File: src/rtl/can_mac_pkg.sv
// Shared CAN MAC types: confirm status, frame record and queue FSM encoding.
// Used by the transmit queue and its frame FIFO.
package can_mac_pkg;

  localparam int CAN_ID_W    = 11;
  localparam int CAN_MAX_DLC = 8;
  localparam int CAN_DATA_W  = 64;

  typedef enum logic {
    Success = 1'b0,
    Fail    = 1'b1
  } ma_status_t;

  typedef struct packed {
    logic [CAN_ID_W-1:0]   id;
    logic [3:0]            dlc;
    logic [CAN_DATA_W-1:0] data;
  } can_frame_t;

  typedef enum logic [1:0] {
    ST_IDLE,
    ST_REQ,
    ST_WAIT_CFM
  } txq_state_e;

  // Classic CAN codes 9..15 still mean eight data bytes.
  function automatic logic [3:0] clamp_dlc(input logic [3:0] dlc);
    return (dlc > 4'(CAN_MAX_DLC)) ? 4'(CAN_MAX_DLC) : dlc;
  endfunction

endpackage

File: src/rtl/can_frame_fifo.sv
// Synchronous FIFO of CAN frames with a flush that can optionally
// preserve the head entry (the frame currently on the bus).
module can_frame_fifo
  import can_mac_pkg::*;
#(
  parameter int DEPTH = 8
) (
  input  logic                     clk,
  input  logic                     rst_n,
  input  logic                     push_i,
  input  can_frame_t               wr_frame_i,
  input  logic                     pop_i,
  input  logic                     flush_i,
  input  logic                     keep_head_i,
  output can_frame_t               head_o,
  output logic [$clog2(DEPTH):0]   count_o
);

  localparam int AW = $clog2(DEPTH);
  localparam int CW = AW + 1;

  can_frame_t      mem_q [DEPTH];
  logic [AW-1:0]   wr_ptr_q, wr_ptr_d;
  logic [AW-1:0]   rd_ptr_q, rd_ptr_d;
  logic [CW-1:0]   count_q, count_d;

  always_comb begin
    wr_ptr_d = wr_ptr_q;
    rd_ptr_d = rd_ptr_q;
    count_d  = count_q;
    if (flush_i) begin
      // A head completing in the same cycle as a keep-head flush leaves nothing behind.
      if (keep_head_i && !pop_i && count_q != '0) begin
        wr_ptr_d = rd_ptr_q + 1'b1;
        count_d  = CW'(1);
      end else begin
        rd_ptr_d = pop_i ? rd_ptr_q + 1'b1 : rd_ptr_q;
        wr_ptr_d = rd_ptr_d;
        count_d  = '0;
      end
    end else begin
      if (push_i) wr_ptr_d = wr_ptr_q + 1'b1;
      if (pop_i)  rd_ptr_d = rd_ptr_q + 1'b1;
      case ({push_i, pop_i})
        2'b10:   count_d = count_q + 1'b1;
        2'b01:   count_d = count_q - 1'b1;
        default: count_d = count_q;
      endcase
    end
  end

  always_ff @(posedge clk or negedge rst_n) begin
    if (!rst_n) begin
      wr_ptr_q <= '0;
      rd_ptr_q <= '0;
      count_q  <= '0;
    end else begin
      wr_ptr_q <= wr_ptr_d;
      rd_ptr_q <= rd_ptr_d;
      count_q  <= count_d;
    end
  end

  always_ff @(posedge clk) begin
    if (push_i && !flush_i) mem_q[wr_ptr_q] <= wr_frame_i;
  end

  assign head_o  = mem_q[rd_ptr_q];
  assign count_o = count_q;

endmodule

File: src/rtl/can_tx_msg_queue.sv
// CAN transmit queue: buffers host frames, issues them to the MAC one at a
// time, retries failed attempts and reports per-frame outcome pulses.
module can_tx_msg_queue
  import can_mac_pkg::*;
#(
  parameter int DEPTH     = 8,
  parameter int MAX_RETRY = 3,
  parameter int DATA_W    = 64
) (
  input  logic                   clk,
  input  logic                   rst_n,
  input  logic                   host_valid,
  output logic                   host_ready,
  input  logic [10:0]            host_id,
  input  logic [3:0]             host_dlc,
  input  logic [DATA_W-1:0]      host_data,
  input  logic                   flush,
  output logic                   ma_req_valid,
  input  logic                   ma_req_ready,
  output logic [10:0]            ma_req_identifier,
  output logic [3:0]             ma_req_dlc,
  output logic [DATA_W-1:0]      ma_req_data_payload,
  input  logic                   ma_cfm_valid,
  output logic                   ma_cfm_ready,
  input  logic [10:0]            ma_cfm_identifier,
  input  ma_status_t             ma_cfm_status,
  output logic                   tx_ok,
  output logic                   tx_drop,
  output logic                   id_mismatch,
  output logic [$clog2(DEPTH):0] count
);

  localparam int CW = $clog2(DEPTH) + 1;
  localparam int RW = (MAX_RETRY > 0) ? $clog2(MAX_RETRY + 1) : 1;

  txq_state_e     state_q, state_d;
  logic [RW-1:0]  retry_q, retry_d;
  logic           tx_ok_q, tx_ok_d;
  logic           tx_drop_q, tx_drop_d;
  logic           mismatch_q, mismatch_d;

  can_frame_t     wr_frame, head;
  logic [CW-1:0]  fifo_count;
  logic           push, pop, req_hs, cfm_hs, keep_head;

  assign host_ready = (fifo_count != CW'(DEPTH));
  assign push       = host_valid && host_ready && !flush;

  assign wr_frame.id   = host_id;
  assign wr_frame.dlc  = clamp_dlc(host_dlc);
  assign wr_frame.data = host_data;

  assign req_hs    = (state_q == ST_REQ) && ma_req_ready;
  assign cfm_hs    = (state_q == ST_WAIT_CFM) && ma_cfm_valid;
  // Once the MAC has taken the request, the head is on the bus and must survive a flush.
  assign keep_head = (state_q == ST_WAIT_CFM) || req_hs;

  can_frame_fifo #(.DEPTH(DEPTH)) u_fifo (
    .clk         (clk),
    .rst_n       (rst_n),
    .push_i      (push),
    .wr_frame_i  (wr_frame),
    .pop_i       (pop),
    .flush_i     (flush),
    .keep_head_i (keep_head),
    .head_o      (head),
    .count_o     (fifo_count)
  );

  always_comb begin
    state_d    = state_q;
    retry_d    = retry_q;
    pop        = 1'b0;
    tx_ok_d    = 1'b0;
    tx_drop_d  = 1'b0;
    mismatch_d = mismatch_q;
    case (state_q)
      ST_IDLE: begin
        if (!flush && fifo_count != '0) state_d = ST_REQ;
      end
      ST_REQ: begin
        if (req_hs) begin
          state_d = ST_WAIT_CFM;
        end else if (flush) begin
          state_d = ST_IDLE;
          retry_d = '0;
        end
      end
      ST_WAIT_CFM: begin
        if (cfm_hs) begin
          if (ma_cfm_status == Success) begin
            pop     = 1'b1;
            tx_ok_d = 1'b1;
            retry_d = '0;
            state_d = ST_IDLE;
          end else if (retry_q < RW'(MAX_RETRY)) begin
            retry_d = retry_q + 1'b1;
            state_d = ST_REQ;
          end else begin
            pop       = 1'b1;
            tx_drop_d = 1'b1;
            retry_d   = '0;
            state_d   = ST_IDLE;
          end
        end
      end
      default: state_d = ST_IDLE;
    endcase
    if (flush) mismatch_d = 1'b0;
    if (cfm_hs && ma_cfm_identifier != head.id) mismatch_d = 1'b1;
  end

  always_ff @(posedge clk or negedge rst_n) begin
    if (!rst_n) begin
      state_q    <= ST_IDLE;
      retry_q    <= '0;
      tx_ok_q    <= 1'b0;
      tx_drop_q  <= 1'b0;
      mismatch_q <= 1'b0;
    end else begin
      state_q    <= state_d;
      retry_q    <= retry_d;
      tx_ok_q    <= tx_ok_d;
      tx_drop_q  <= tx_drop_d;
      mismatch_q <= mismatch_d;
    end
  end

  // Request fields are forced to zero while idle so an empty FIFO never leaks stale data.
  assign ma_req_valid        = (state_q == ST_REQ);
  assign ma_req_identifier   = ma_req_valid ? head.id   : '0;
  assign ma_req_dlc          = ma_req_valid ? head.dlc  : '0;
  assign ma_req_data_payload = ma_req_valid ? head.data : '0;
  assign ma_cfm_ready        = (state_q == ST_WAIT_CFM);
  assign tx_ok               = tx_ok_q;
  assign tx_drop             = tx_drop_q;
  assign id_mismatch         = mismatch_q;
  assign count               = fifo_count;

endmodule

File: config.mk
export PLATFORM = sky130hd
export DESIGN_NAME = can_tx_msg_queue
export DESIGN_NICKNAME = d
export VERILOG_FILES = /design/src/rtl/can_mac_pkg.sv /design/src/rtl/can_frame_fifo.sv /design/src/rtl/can_tx_msg_queue.sv
export SDC_FILE = /design/constraint.sdc
export NUM_CORES = 1
export LEC_CHECK = 0
export ABC_AREA = 1
export BUFFER_PORTS_ARGS = -buffer_cell sky130_fd_sc_hd__buf_2
export CAP_MARGIN = 30
export CORE_ASPECT_RATIO = 0.7
export CORE_MARGIN = 2
export CORE_UTILIZATION = 30
export DETAILED_ROUTE_END_ITERATION = 8
export GPL_TIMING_DRIVEN = 0
export PLACE_DENSITY = 0.41
export REMOVE_ABC_BUFFERS = 1
export SLEW_MARGIN = 20
export SYNTH_ARGS = -nofsm -noshare
export SYNTH_HDL_FRONTEND = slang
export SYNTH_HIERARCHICAL = 1
export SYNTH_SLANG_ARGS = --single-unit
File: constraint.sdc
create_clock -name clk -period 5.8 [get_ports clk]
set_input_delay 0.58 -clock clk [delete_from_list [all_inputs] [get_ports clk]]
set_output_delay 0.58 -clock clk [all_outputs]
set_load 0.1 [all_outputs]
Yosys cells after proc, flatten, opt, wreduce, memory -nomap -nowiden --
Memory sizes are Yosys's and may differ from the RTL's. Cells that the tools add are included.
Cells by class: $add $sub $neg 5, multipliers 0, divide/modulo/power cells 0, magnitude comparators 2, equal/unequal tests 12, shift operators 0, multiplexer cells 39, bitwise logic cells 0, reduce and logical (&&, ||, !) cells 20
Operators with widths (count):
- 2-to-1 mux 64 bit | 1
- 2-to-1 mux 3 bit | 6
- 2-to-1 mux 1 bit | 17
- 2-to-1 mux 2 bit | 8
- 2-to-1 mux 4 bit | 3
- 2-to-1 mux 11 bit | 1
- != test 11 bit | 1
- logical AND 1 bit | 9
- != test 2 bit, second input constant | 4
- one-hot mux 4 bit (2 select lines) | 1
- adder 3 x 1 -> 3 bit, second input constant | 2
- one-hot mux 2 bit (3 select lines) | 1
- nonzero test 2 bit | 3
- adder 4 x 1 -> 4 bit, second input constant | 1
- equality test 2 x 1 -> 1 bit, second input constant | 2
- equality test 2 bit, second input constant | 2
- > comparator 4 bit, second input constant | 1
- != test 4 bit, second input constant | 1
- one-hot mux 2 bit (2 select lines) | 1
- AND reduction 4 bit | 1
- nonzero test 4 bit | 1
- subtractor 4 x 1 -> 4 bit, second input constant | 1
- != test 3 x 2 -> 1 bit, second input constant | 1
- AND reduction 3 bit | 1
- 7 further kinds | 8
Word-level totals: bits in registers 17, bits in latches 0, bits in writable memories 632, ROM bits 0, bits of input ports 97, logic and storage cells 87, memories 1
Memory list:
- u_fifo.mem_q | words 8, bits a word 79, rd ports 1, clocked after memory_dff 0, wr ports 1, line can_frame_fifo.sv:22 | can_frame_t mem_q [DEPTH];

Longest topological paths before layout --
depth in word-level cells 10, depth in mapped cells 17, gate-level depth less buffers 15

Cells and area by module --
The synthesis kept the hierarchy.
Modules (own cells, without submodules):
- can_frame_fifo | instances 1, cells each 2058, area an instance 25384.3 sq um
- can_tx_msg_queue | instances 1, cells each 264, area an instance 1233.7 sq um

Least setup slack after synthesis --
OpenSTA, ideal clock, no wires.
path type reg-to-reg, start point reg u_fifo.count_q[1], in the netlist u_fifo/count_o[1], end point mem u_fifo/mem_q[0][0] (netlist bit) (enable), arrival 5.909 ns, data required time 5.283 ns, slack -0.625 ns, stages on the path, launching flop included 9, path buffers 0, clock period less this slack 6.425 ns, cells stage by stage dfrtp_1 -> nor2_1 -> nand3b_1 -> nand2_1 -> nor2_1 -> inv_1 -> nor2_1 -> nand2_1 -> nor2_1
On the way: cells in the longest elaborated chain, start to end 6
RTL lines:
- start: declaration | line can_frame_fifo.sv:25 | logic [CW-1:0] count_q, count_d;
- start signal: assignment | line can_frame_fifo.sv:60 | count_q <= count_d;
- != test 4 bit | line can_tx_msg_queue.sv:46 | assign host_ready = (fifo_count != CW'(DEPTH));
- named net host_ready | line can_tx_msg_queue.sv:13 | output logic host_ready,
- logical AND 1 bit (2 in a row) | line can_tx_msg_queue.sv:47 | assign push = host_valid && host_ready && !flush;
- named net push | line can_tx_msg_queue.sv:44 | logic push, pop, req_hs, cfm_hs, keep_head;
- logical AND 1 bit | line can_frame_fifo.sv:65 | if (push_i && !flush_i) mem_q[wr_ptr_q] <= wr_frame_i;
- 2-to-1 mux 1 bit | line can_frame_fifo.sv:65
- 2-to-1 mux 1 bit (implied by the code) | line can_frame_fifo.sv:65
- end: declaration | line can_frame_fifo.sv:22
The timed path passes the listed nets, and every way through them passes these cells.

==> results.md <==
* Largest family of logic cells by synthesized area: simple AND/OR/NAND/NOR gates
* Distinct cells, synth at 31
* Hold slack at ~0.20 ns
* Total track usage at 15.31%
* Syn avg cell area at 11.46 um2
* XOR/XNOR Fraction of Synth Area at 0.2256%
* Fmax at 0.2332 GHz
* Pwr/cell area at 534.6 nW/um2
* Startpoint Class: register
* Leakage power at 11.70 nW
* Placed Area at ~30000 um2
* Final total power at approximately 17 mW
* Die W at 360.0 um
* Design Area, Final at 32200 um2
* CTS max path bufs at 3
* Final cycle utilization of the critical path at 73.93%
* Status: finished clean
* Layout overhead on the synthesized area at 20.96%
* Post-Syn Instances at 2322
* Worst slack at placement at roughly 2.0 ns
* Share of layout cells above drive strength 1 at 14.23%
* Die ar. at 91160 um2
* # port buffers at approximately 190
* Vias in the first global route at 16570
* GPL Wtd Cong at 0.7534
* Worst vdd ir at ~0.32 mV
* Final Util at 36.58%
* RSZ-0062 raised after global routing: no
* CTS Buf Count at 71
* Largest net degree at the start of global routing at 120
* Residual DRC at 0
* Slew Limit Fails at 0
* Clk slew on worst S/H paths at 0.06 ns
* Vias per cell at 4.557
* # fillers at ~8500
* Slew headroom at 38.76%
* Final wirelength at 69930 um
* Global route overflow at 0
* Final WS setup at 1.512 ns
* Via count at 16960
* IO Pins at about 190
* WP data required at 5.22 ns
* Post-Syn Area at 26620 um2
* Setup bufs post-CTS at 0
* CTS Sinks at 649
* WL/cell at 18.79 um
* Die Ht at approximately 250 um
* Async set-reset flop share out of synthesis at 2.619%
* # setup viols final at 0
* CTS tree: done
* Crit path arrival time at 3.71 ns
* Post-synthesis simple-gate area fraction at a little over an eighth
* Synth warnings at 6
* Worst-skew pair later-pin latency at a little over 0.6 ns
* Site Rows at 91
* Fin crit period at 4.288 ns
* Crit path kind: reg2out
* Mux contribution to synthesized area at 0%
* Core Area at 88010 um2
* Initial antenna violation count at 14
* Seq/Total Area, Yosys at between 70 and 80%
* CTS H-tree lvls at 3
* Slew @ Worst Pin at 0.9186 ns
* First-pass GRT wire length at 105500 um
* Post-DP HPWL at 41610 um
* Post-route ant nets at 0
* Final Hold Viols at 0
* Top FF cell, synth: edfxtp_1
* Detailed Routing Iterations Pass 1 at 5
* Register bit count reported by yosys at 649
* Crit path max fanout at 119
* Number of max-cap violations at 0
* CTS root buffer: clkbuf_16
* CP endpoint kind: output pin
* HP Class: in2reg
* Initial Utilization at 30.24%
* Adder-Cell Fraction of Synth Area at 0.2350%
* Final nets at approximately 2600
* 1st-iter DRT viols at 977
* Compound-cell area share of the yosys netlist at 9.312%
* Clock skew at about 0.014 ns
* Post-synth EDFFs at 632
[critical path, stage by stage (launching register included)]
cell and delay (ns):
dfrtp_4 0.70, inv_8 0.62, buf_16 0.41, o21ai_0 0.15, o21ai_0 0.09, nand2_1 0.09, nand2_1 0.07, inv_1 0.04
nor2_1 0.34, buf_2 0.52
[cell usage in the layout, fill, tap and decap left out, types with 8 or more instances in the layout]
cell type | synthesis | final
inv_1 | 115 | 115
o21ai_1 | 205 | 205
o21ai_0 | 276 | 276
clkbuf_16 | 0 | 73
edfxtp_1 | 632 | 632
nor2_1 | 588 | 580
dfrtp_1 | 17 | 14
clkbuf_1 | 61 | 16
buf_2 | 38 | 185
clkinv_2 | 0 | 8
nor2_4 | 1 | 9
clkinv_1 | 0 | 11
buf_12 | 0 | 19
buf_16 | 0 | 41
nand3_1 | 11 | 11
nand2_1 | 309 | 309
[layer usage]
metal,wire length (um),track usage (%),vias up
li1,-,-,8341
met1,33180,20.81,8208
met2,31810,24.37,264
met3,3157,3.600,125
met4,1632,4.466,22
met5,149,0,-
[power by group]
part / switching, mW / internal (mW)
sequential: 0.243 / 5.37
clock: 1.78 / 2.62
combinational: 5.54 / 1.66
[sequential cells by signal, indices dropped and copies added (netlist names)]
name / flops
u_fifo/count_o: 4
retry_q: 2
u_fifo/mem_q: 632
state_q: 2
u_fifo/rd_ptr_q: 3
tx_drop: 1
tx_ok: 1
id_mismatch: 1
u_fifo/wr_ptr_q: 3
[layout make-up]
| class | instances | area [um2] | share of cell area [%] |
|---|---|---|---|
| Multi-Input combinational cell | 1420 | 6170 | 19.16 |
| Sequential cell | 649 | 19410 | 60.30 |
| Clock buffer | 94 | 1956 | 6.074 |
| Tap cell | 1162 | 1454 | 4.516 |
| Timing Repair Buffer | 247 | 2450 | 7.609 |
| Antenna cell | 2 | 5.005 | 0.01554 |
| Clock inverter | 28 | 285.3 | 0.8860 |
| Inverter | 120 | 462.9 | 1.438 |
[synth_stat cells, drive strengths merged, types with 2 or more instances]
cell    number  area share [%]
a21oi        4            0.12
buf         72             1.6
clkbuf      61            0.86
dfrtp       17             1.6
edfxtp     632              71
ha           5            0.24
inv        120             1.7
nand2      312             4.4
nand3       11            0.21
nand4        3           0.071
nor2       589             8.3
nor3         2           0.038
o211ai       2           0.056
o21ai      481             9.0
xnor2        4            0.13
xor2         2           0.094
[stage by stage]
| step | instances | setup TNS (ns) |
|---|---|---|
| floorplan | 2189 | -789.61 |
| global placement | 3536 | -4083.02 |
| detailed placement | 3596 | 0 |
| CTS | 3719 | 0 |
| global route | 3721 | 0 |
| finish | 3722 | 0 |
[what timing repair did]
action | in CTS | in global routing
endpoints found under the hold margin | 17 | 0
endpoints found under the setup margin | 0 | 0
hold buffers | 1 | 0
resized for setup | 0 | 0
[cells by family (layout without fill, tap and decap cells)]
group                      Yosys count  in the layout
xor gates and xnor gates             6              6
and+or+nand+nor                    919            919
DFF                                649            649
AOI/OAI and AO/OA                  490            490
adders and majority gates            5              5
buffers and inverters              253            489
other                                0              2
[worst paths after layout]
check / startpoint / slack [ns] / depth (start not counted) / end
worst max-delay path: u_fifo/rd_ptr_q[0]$_DFFE_PN0P_ / 1.51 / 9 / ma_req_data_payload[21]
worst min-delay path: ma_cfm_status / 0.20 / 2 / tx_ok$_DFF_PN0_
worst max register to register: u_fifo/count_o[0]$_DFFE_PN0P_ / 2.83 / 12 / u_fifo/mem_q[4][51]$_DFFE_PP_
worst min register to register: id_mismatch$_DFFE_PN0P_ / 0.49 / 2 / id_mismatch$_DFFE_PN0P_
max in group asynchronous: rst_n / 5.01 / 2 / u_fifo/rd_ptr_q[0]$_DFFE_PN0P_
min in group asynchronous: rst_n / 0.45 / 2 / tx_ok$_DFF_PN0_
Power figures use the tool's default switching activity.
